<file path="config.mk">
export PLATFORM = sky130hd
export DESIGN_NAME = stream_credit_release_flat
export DESIGN_NICKNAME = d
export VERILOG_FILES = /design/src/rtl/stream_credit_pkg.sv /design/src/rtl/stream_credit_release_if.sv /design/src/rtl/stream_credit_fifo.sv /design/src/rtl/stream_credit_release.sv /design/src/flat_wrapper.sv
export SDC_FILE = /design/constraint.sdc
export NUM_CORES = 2
export LEC_CHECK = 0
export CAP_MARGIN = 20
export CORE_MARGIN = 2
export CORE_UTILIZATION = 57
export DETAILED_ROUTE_END_ITERATION = 12
export GPL_TIMING_DRIVEN = 0
export PLACE_DENSITY_LB_ADDON = 0.1
export SYNTH_ARGS = -nofsm -noshare
export SYNTH_HDL_FRONTEND = slang
export SYNTH_MEMORY_MAX_BITS = 65536
export SYNTH_SLANG_ARGS = --single-unit
</file>
<file path="constraint.sdc">
create_clock -name aclk -period 4.75 [get_ports aclk]
set_clock_uncertainty 0.15 [all_clocks]
set_input_delay 0.475 -clock aclk [delete_from_list [all_inputs] [get_ports aclk]]
set_output_delay 0.475 -clock aclk [all_outputs]
set_load 0.1 [all_outputs]
</file>
<file path="src/rtl/stream_credit_pkg.sv">
// Shared definitions for the stream credit semaphore/release pair.
// Element packing is {tlast, tkeep, tdata} on both sides.
package stream_credit_pkg;

    localparam int DEFAULT_STREAM_WIDTH = 32;
    localparam int DEFAULT_KEEP_WIDTH   = 1;
    localparam int SKID_WIDTH           = 1 + DEFAULT_KEEP_WIDTH + DEFAULT_STREAM_WIDTH;

    // Ceiling log2; returns 0 for values of 0 or 1.
    function automatic int clog2(input int value);
        int result;
        int v;
        result = 0;
        v      = value - 1;
        while (v > 0) begin
            result = result + 1;
            v      = v >> 1;
        end
        return result;
    endfunction

endpackage

</file>
<file path="src/rtl/stream_credit_release_if.sv">
// AXI-Stream bundle used on both sides of stream_credit_release.
interface stream_credit_release_if #(
    parameter int STREAM_WIDTH = 32,
    parameter int KEEP_WIDTH   = 1
) ();

    logic                    tvalid;
    logic                    tready;
    logic                    tlast;
    logic [STREAM_WIDTH-1:0] tdata;
    logic [KEEP_WIDTH-1:0]   tkeep;

    modport master (
        output tvalid,
        output tlast,
        output tdata,
        output tkeep,
        input  tready
    );

    modport slave (
        input  tvalid,
        input  tlast,
        input  tdata,
        input  tkeep,
        output tready
    );

endinterface

</file>
<file path="src/rtl/stream_credit_fifo.sv">
// Element storage behind the output register: distributed RAM with
// wrap-by-compare pointers, so DEPTH does not have to be a power of two.
module stream_credit_fifo
    import stream_credit_pkg::*;
#(
    parameter int DEPTH = 128,
    parameter int WIDTH = SKID_WIDTH
) (
    input  logic             aclk,
    input  logic             reset,
    input  logic             push,
    input  logic             pop,
    input  logic [WIDTH-1:0] wr_data,
    output logic [WIDTH-1:0] rd_data,
    output logic             empty
);

    localparam int PTR_W = (DEPTH > 1) ? clog2(DEPTH) : 1;
    localparam int CNT_W = clog2(DEPTH + 1);

    logic [WIDTH-1:0] mem [DEPTH];
    logic [PTR_W-1:0] wr_ptr;
    logic [PTR_W-1:0] rd_ptr;
    logic [CNT_W-1:0] count;
    logic             full;
    logic             push_ok;
    logic             pop_ok;

    function automatic logic [PTR_W-1:0] next_ptr(input logic [PTR_W-1:0] ptr);
        return (ptr == PTR_W'(DEPTH - 1)) ? '0 : ptr + 1'b1;
    endfunction

    assign empty   = (count == '0);
    assign full    = (count == CNT_W'(DEPTH));
    assign push_ok = push && (!full || pop);
    assign pop_ok  = pop && !empty;

    // Asynchronous read: a same-slot write this cycle still returns the old head.
    assign rd_data = mem[rd_ptr];

    always_ff @(posedge aclk) begin
        if (push_ok) begin
            mem[wr_ptr] <= wr_data;
        end
    end

    always_ff @(posedge aclk) begin
        if (reset) begin
            wr_ptr <= '0;
            rd_ptr <= '0;
            count  <= '0;
        end else begin
            if (push_ok) begin
                wr_ptr <= next_ptr(wr_ptr);
            end
            if (pop_ok) begin
                rd_ptr <= next_ptr(rd_ptr);
            end
            if (push_ok && !pop_ok) begin
                count <= count + 1'b1;
            end else if (pop_ok && !push_ok) begin
                count <= count - 1'b1;
            end
        end
    end

endmodule

</file>
<file path="src/rtl/stream_credit_release.sv">
// Tail buffer of a non-stallable pipeline: captures every result, forwards it
// on AXI-Stream and returns one semaphore credit per downstream handshake.
module stream_credit_release
    import stream_credit_pkg::*;
#(
    parameter int  MAX_NUMBER_OF_ELEMENTS = 128,
    parameter int  STREAM_WIDTH           = 32,
    parameter int  KEEP_WIDTH             = 1,
    localparam int CNT_W                  = clog2(MAX_NUMBER_OF_ELEMENTS + 1)
) (
    input  logic                          aclk,
    input  logic                          reset,
    stream_credit_release_if.slave        s_axis,
    stream_credit_release_if.master       m_axis,
    output logic                          sigRelease,
    output logic [CNT_W-1:0]              fillLevel,
    output logic                          overflow
);

    localparam int SKID_W = 1 + KEEP_WIDTH + STREAM_WIDTH;

    logic              out_valid;
    logic [SKID_W-1:0] out_data;
    logic [SKID_W-1:0] in_word;
    logic [SKID_W-1:0] fifo_rd_data;
    logic              fifo_empty;
    logic              fifo_push;
    logic              fifo_pop;
    logic              handshake;
    logic              is_full;
    logic              write_accepted;
    logic              out_load;

    // The pipeline cannot stall, so the sink side always reports ready.
    assign s_axis.tready = 1'b1;

    assign in_word        = {s_axis.tlast, s_axis.tkeep, s_axis.tdata};
    assign handshake      = out_valid && m_axis.tready;
    assign is_full        = (fillLevel == CNT_W'(MAX_NUMBER_OF_ELEMENTS));
    assign write_accepted = s_axis.tvalid && (!is_full || handshake);
    assign out_load       = !out_valid || handshake;

    // Storage is bypassed only when nothing older waits there.
    assign fifo_pop  = out_load && !fifo_empty;
    assign fifo_push = write_accepted && !(out_load && fifo_empty);

    stream_credit_fifo #(
        .DEPTH (MAX_NUMBER_OF_ELEMENTS),
        .WIDTH (SKID_W)
    ) u_fifo (
        .aclk    (aclk),
        .reset   (reset),
        .push    (fifo_push),
        .pop     (fifo_pop),
        .wr_data (in_word),
        .rd_data (fifo_rd_data),
        .empty   (fifo_empty)
    );

    always_ff @(posedge aclk) begin
        if (reset) begin
            out_valid  <= 1'b0;
            fillLevel  <= '0;
            sigRelease <= 1'b0;
            overflow   <= 1'b0;
        end else begin
            sigRelease <= handshake;
            fillLevel  <= fillLevel + CNT_W'(write_accepted) - CNT_W'(handshake);
            if (s_axis.tvalid && !write_accepted) begin
                overflow <= 1'b1;
            end
            if (out_load) begin
                out_valid <= !fifo_empty || write_accepted;
            end
        end
    end

    // Payload needs no reset; it is only observed while out_valid is high.
    always_ff @(posedge aclk) begin
        if (out_load) begin
            out_data <= fifo_empty ? in_word : fifo_rd_data;
        end
    end

    assign m_axis.tvalid = out_valid;
    assign m_axis.tdata  = out_data[STREAM_WIDTH-1:0];
    assign m_axis.tkeep  = out_data[STREAM_WIDTH +: KEEP_WIDTH];
    assign m_axis.tlast  = out_data[SKID_W-1];

endmodule

</file>
<file path="src/flat_wrapper.sv">
// flat-port wrapper written by rule: the top's interface ports become plain ports
module stream_credit_release_flat import stream_credit_pkg::*;
#(
    parameter int  MAX_NUMBER_OF_ELEMENTS = 128,
    parameter int  STREAM_WIDTH           = 32,
    parameter int  KEEP_WIDTH             = 1,
    localparam int CNT_W                  = clog2(MAX_NUMBER_OF_ELEMENTS + 1)
)
  (aclk, reset, sigRelease, fillLevel, overflow, s_axis_tvalid, s_axis_tlast, s_axis_tdata, s_axis_tkeep, s_axis_tready, m_axis_tvalid, m_axis_tlast, m_axis_tdata, m_axis_tkeep, m_axis_tready);
  stream_credit_release_if #(.STREAM_WIDTH(STREAM_WIDTH), .KEEP_WIDTH(KEEP_WIDTH)) s_axis_i ();
  stream_credit_release_if #(.STREAM_WIDTH(STREAM_WIDTH), .KEEP_WIDTH(KEEP_WIDTH)) m_axis_i ();
  input  logic aclk;
  input  logic reset;
  output logic sigRelease;
  output logic [CNT_W-1:0] fillLevel;
  output logic overflow;
  input wire logic [$bits(s_axis_i.tvalid)-1:0] s_axis_tvalid;
  input wire logic [$bits(s_axis_i.tlast)-1:0] s_axis_tlast;
  input wire logic [$bits(s_axis_i.tdata)-1:0] s_axis_tdata;
  input wire logic [$bits(s_axis_i.tkeep)-1:0] s_axis_tkeep;
  output wire logic [$bits(s_axis_i.tready)-1:0] s_axis_tready;
  output wire logic [$bits(m_axis_i.tvalid)-1:0] m_axis_tvalid;
  output wire logic [$bits(m_axis_i.tlast)-1:0] m_axis_tlast;
  output wire logic [$bits(m_axis_i.tdata)-1:0] m_axis_tdata;
  output wire logic [$bits(m_axis_i.tkeep)-1:0] m_axis_tkeep;
  input wire logic [$bits(m_axis_i.tready)-1:0] m_axis_tready;
  assign s_axis_i.tvalid = s_axis_tvalid;
  assign s_axis_i.tlast = s_axis_tlast;
  assign s_axis_i.tdata = s_axis_tdata;
  assign s_axis_i.tkeep = s_axis_tkeep;
  assign s_axis_tready = s_axis_i.tready;
  assign m_axis_tvalid = m_axis_i.tvalid;
  assign m_axis_tlast = m_axis_i.tlast;
  assign m_axis_tdata = m_axis_i.tdata;
  assign m_axis_tkeep = m_axis_i.tkeep;
  assign m_axis_i.tready = m_axis_tready;
  stream_credit_release #(.MAX_NUMBER_OF_ELEMENTS(MAX_NUMBER_OF_ELEMENTS), .STREAM_WIDTH(STREAM_WIDTH), .KEEP_WIDTH(KEEP_WIDTH)) u_core (.aclk(aclk), .reset(reset), .s_axis(s_axis_i), .m_axis(m_axis_i), .sigRelease(sigRelease), .fillLevel(fillLevel), .overflow(overflow));
endmodule
</file>
==> results.md <==
* Hold Slack at 0.162 ns
* Peak supply drop at about 0.39 mV
* Cell area after synthesis at 170000 µm²
* CP endpoint kind: register
* Routed vias/inst at 7.20
* Drt first pass iters at 13
* Layout cells sized above 1 at 30.0%
* Seq/Total Area, Yosys at 78.2%
* Final period utilization at 106%
* Root Driver: clkbuf_16
* Number of max-cap violations at 0
* Largest net degree at the start of global routing at 98
* Library cells used by synthesis at 66
* Setup TNS at -5.52 ns
* Clock-pin slew on the worst setup and hold paths at around 0.060 ns
* PD cells at 549 nW/µm²
* Startpoint types: register
* Crit-path max FO at 10
* Final net count at around 8300
* Worst-skew pair later-pin latency at 1.01 ns
* Die Area at between 300000 and 400000 µm²
* CTS Buffer Depth at 4
* RSZ-0062 raised after global routing: yes
* Port buffer count at 82
* Avg Cell Area, Syn at 22.9 µm²
* P_leak at 61.6 nW
* Total design power at 109 mW
* Area post-placement at about 180000 µm²
* Initial Utilization at 57.2%
* CTS sink count at 4426
* Required time of the critical path at 5.21 ns
* Area Overhead vs Synth at 16.5%
* Synth Flop Type: edfxtp_1
* Per-cell routed wire length at 46.6 µm
* Syn. warnings at 0
* Post-DP HPWL at 402000 µm
* Fillers at 18800
* Grt ovf at 0
* Final Hold Fails at 0
* Least-Margin Pin Slew at 1.32 ns
* Via total after detailed routing at 90600
* Post-synth EDFFs at 4386
* GPL Wtd Cong at 1.08
* First DRT Iteration DRCs at 17800
* Commonest non-fill, non-tap cells in the layout: edfxtp_1, mux4_2, clkbuf_16, mux2i_1, nand2_1
* Async SR Flop Fraction at 0%
* Arr. time, crit path at 5.49 ns
* F_max at around 200 MHz
* FF+latch count, synth at 4426
* Hold Crit Class: in2reg
* Fin crit period at about 5.0 ns
* Global-route wire length before repair at 768000 µm
* Die Wd at between 500 and 600 µm
* Setup CP Type: reg2reg
* H-Tree Depth at 5
* Max-slew violations at 0
* Leading cell type in the layout, fill and taps excluded: edfxtp_1
* Status: finished with violations
* Final Worst Setup Slack at -0.274 ns
* Initial antenna violation count at 57
* Syn_nets at 7457
* Violated checks: setup timing
* Vias in the first global route at 85200
* GRT Total Usage at around two fifths
* Post-Synthesis Cells at ~7400
* CTS Buf Count at 438
* Post-DRT Antenna Nets at 0
* Row cnt at 200
* Die H at 549 µm
* Final setup violation count at 34
* # DRC at 0
* Slew HR at 12.1%
* Post-Route WL at approximately 600000 µm
* CTS tree: built
* CORE AREA at about 300000 µm²
* I/O pin count at 84
* Final instance area at roughly 200000 µm²
==> cells by family (layout without fill, tap and decap cells) <==
kind of cell               count (synthesis)  in the layout  synth area share [%]
DFF                                     4426           4426                  78.2
muxes                                   1412           1412                  16.8
and+or+nand+nor                          611            612                  1.59
AOI/OAI and AO/OA                        471            471                  1.92
buffers and inverters                    432           1663                  1.29
adders and majority gates                 22             22                 0.171
xor gates and xnor gates                  22             22                 0.114
other                                      1             24               0.00221
==> worst max-delay path, stage by stage, from the launching register on <==
cell and delay (ns):
dfxtp_1 0.32, buf_2 0.32, buf_4 0.33, or2_2 0.15, clkbuf_1 0.73, buf_1 0.70
o22ai_1 0.17, o21ai_0 0.43, a21boi_0 0.31, o41ai_1 0.48, buf_2 0.30, a31oi_1 0.19
==> power breakdown <==
part	internal (mW)	total, mW	switching (mW)
combinational	10.5	30.2	19.7
clock	19.8	34.8	15.0
sequential	43.4	43.6	0.166
total	73.7	109	34.8
==> registers in the layout, summed over array words and instances, names as in the netlist, named ones only <==
name	flops
u_core.m_axis.tvalid	1
u_core.u_fifo.wr_ptr	7
u_core.u_fifo.count	8
u_core.u_fifo.rd_ptr	7
u_core.overflow	1
u_core.out_data	34
u_core.u_fifo.mem	4352
u_core.fillLevel	8
u_core.sigRelease	1
==> metrics by stage <==
step	std cells	worst slack [ns]	util [%]
floorplan	7397	-0.487	-
global placement	11400	-5.13	59.2
detailed placement	11700	-1.53	61.4
CTS	12600	-0.175	66.6
global route	12600	-0.0627	66.7
finish	12600	-0.274	66.7
==> metal layers <==
metal / track usage [%] / routed length [µm] / vias to the layer above / share of wire (%)
li1: - / - / 33300 / -
met1: 51.4 / 198000 / 47900 / 34
met2: 55.6 / 254000 / 7707 / 43
met3: 15.6 / 92100 / 1593 / 16
met4: 22.2 / 42100 / 36 / 7.2
met5: 0.554 / 709 / - / 0.12
==> synth_stat cells, types with 20 or more instances <==
master    instances  area, µm²
clkbuf_1        166        623
a32oi_1          36        315
mux4_2         1141      25700
nand2_1         226        848
a211oi_1         61        458
buf_2           119        596
mux2i_1         265       2650
nor2_1          203        762
buf_4            83        623
edfxtp_1       4386     132000
a22oi_1          23        173
a21oi_1          76        380
dfxtp_1          40        801
nor2b_1          57        357
nand3_1          36        180
nor3_1           30        150
o22ai_1          76        475
buf_1            29        109
o21ai_0          59        295
ha_1             20        250
==> path summary, 6_finish.rpt <==
check | from | to | slack [ns] | cells past startpoint
setup / recovery | register | u_core.out_data[0] | -0.27 | 11
hold / removal | s_axis_tdata[18] | u_core.u_fifo.mem[38][18] | 0.16 | 2
setup reg to reg | register | u_core.out_data[0] | -0.27 | 11
hold reg to reg | u_core.overflow | u_core.overflow | 0.35 | 2
==> layout make-up <==
cell class,count,area [µm²],area share [%]
clock buffers,538,11400,5.79
diodes,23,57.6,0.0291
clock inverters,276,2840,1.44
flip-flops and latches,4426,133000,67.1
repair buffers,425,7220,3.65
plain buffers,404,2300,1.16
inverters,20,78.8,0.0399
multi-input cells,2540,36200,18.3
well taps,3939,4930,2.49
==> timing repair <==
action | in CTS | in global routing
pin swaps | 14 | 2
setup buffers | 21 | 9
cloned | 0 | 1
resized for setup | 110 | 71
endpoints found under the hold margin | 1603 | 0
hold buffers | 35 | 0
setup endpoints to repair | 2004 | 316
No activity file was read; power rests on OpenSTA's default activity.
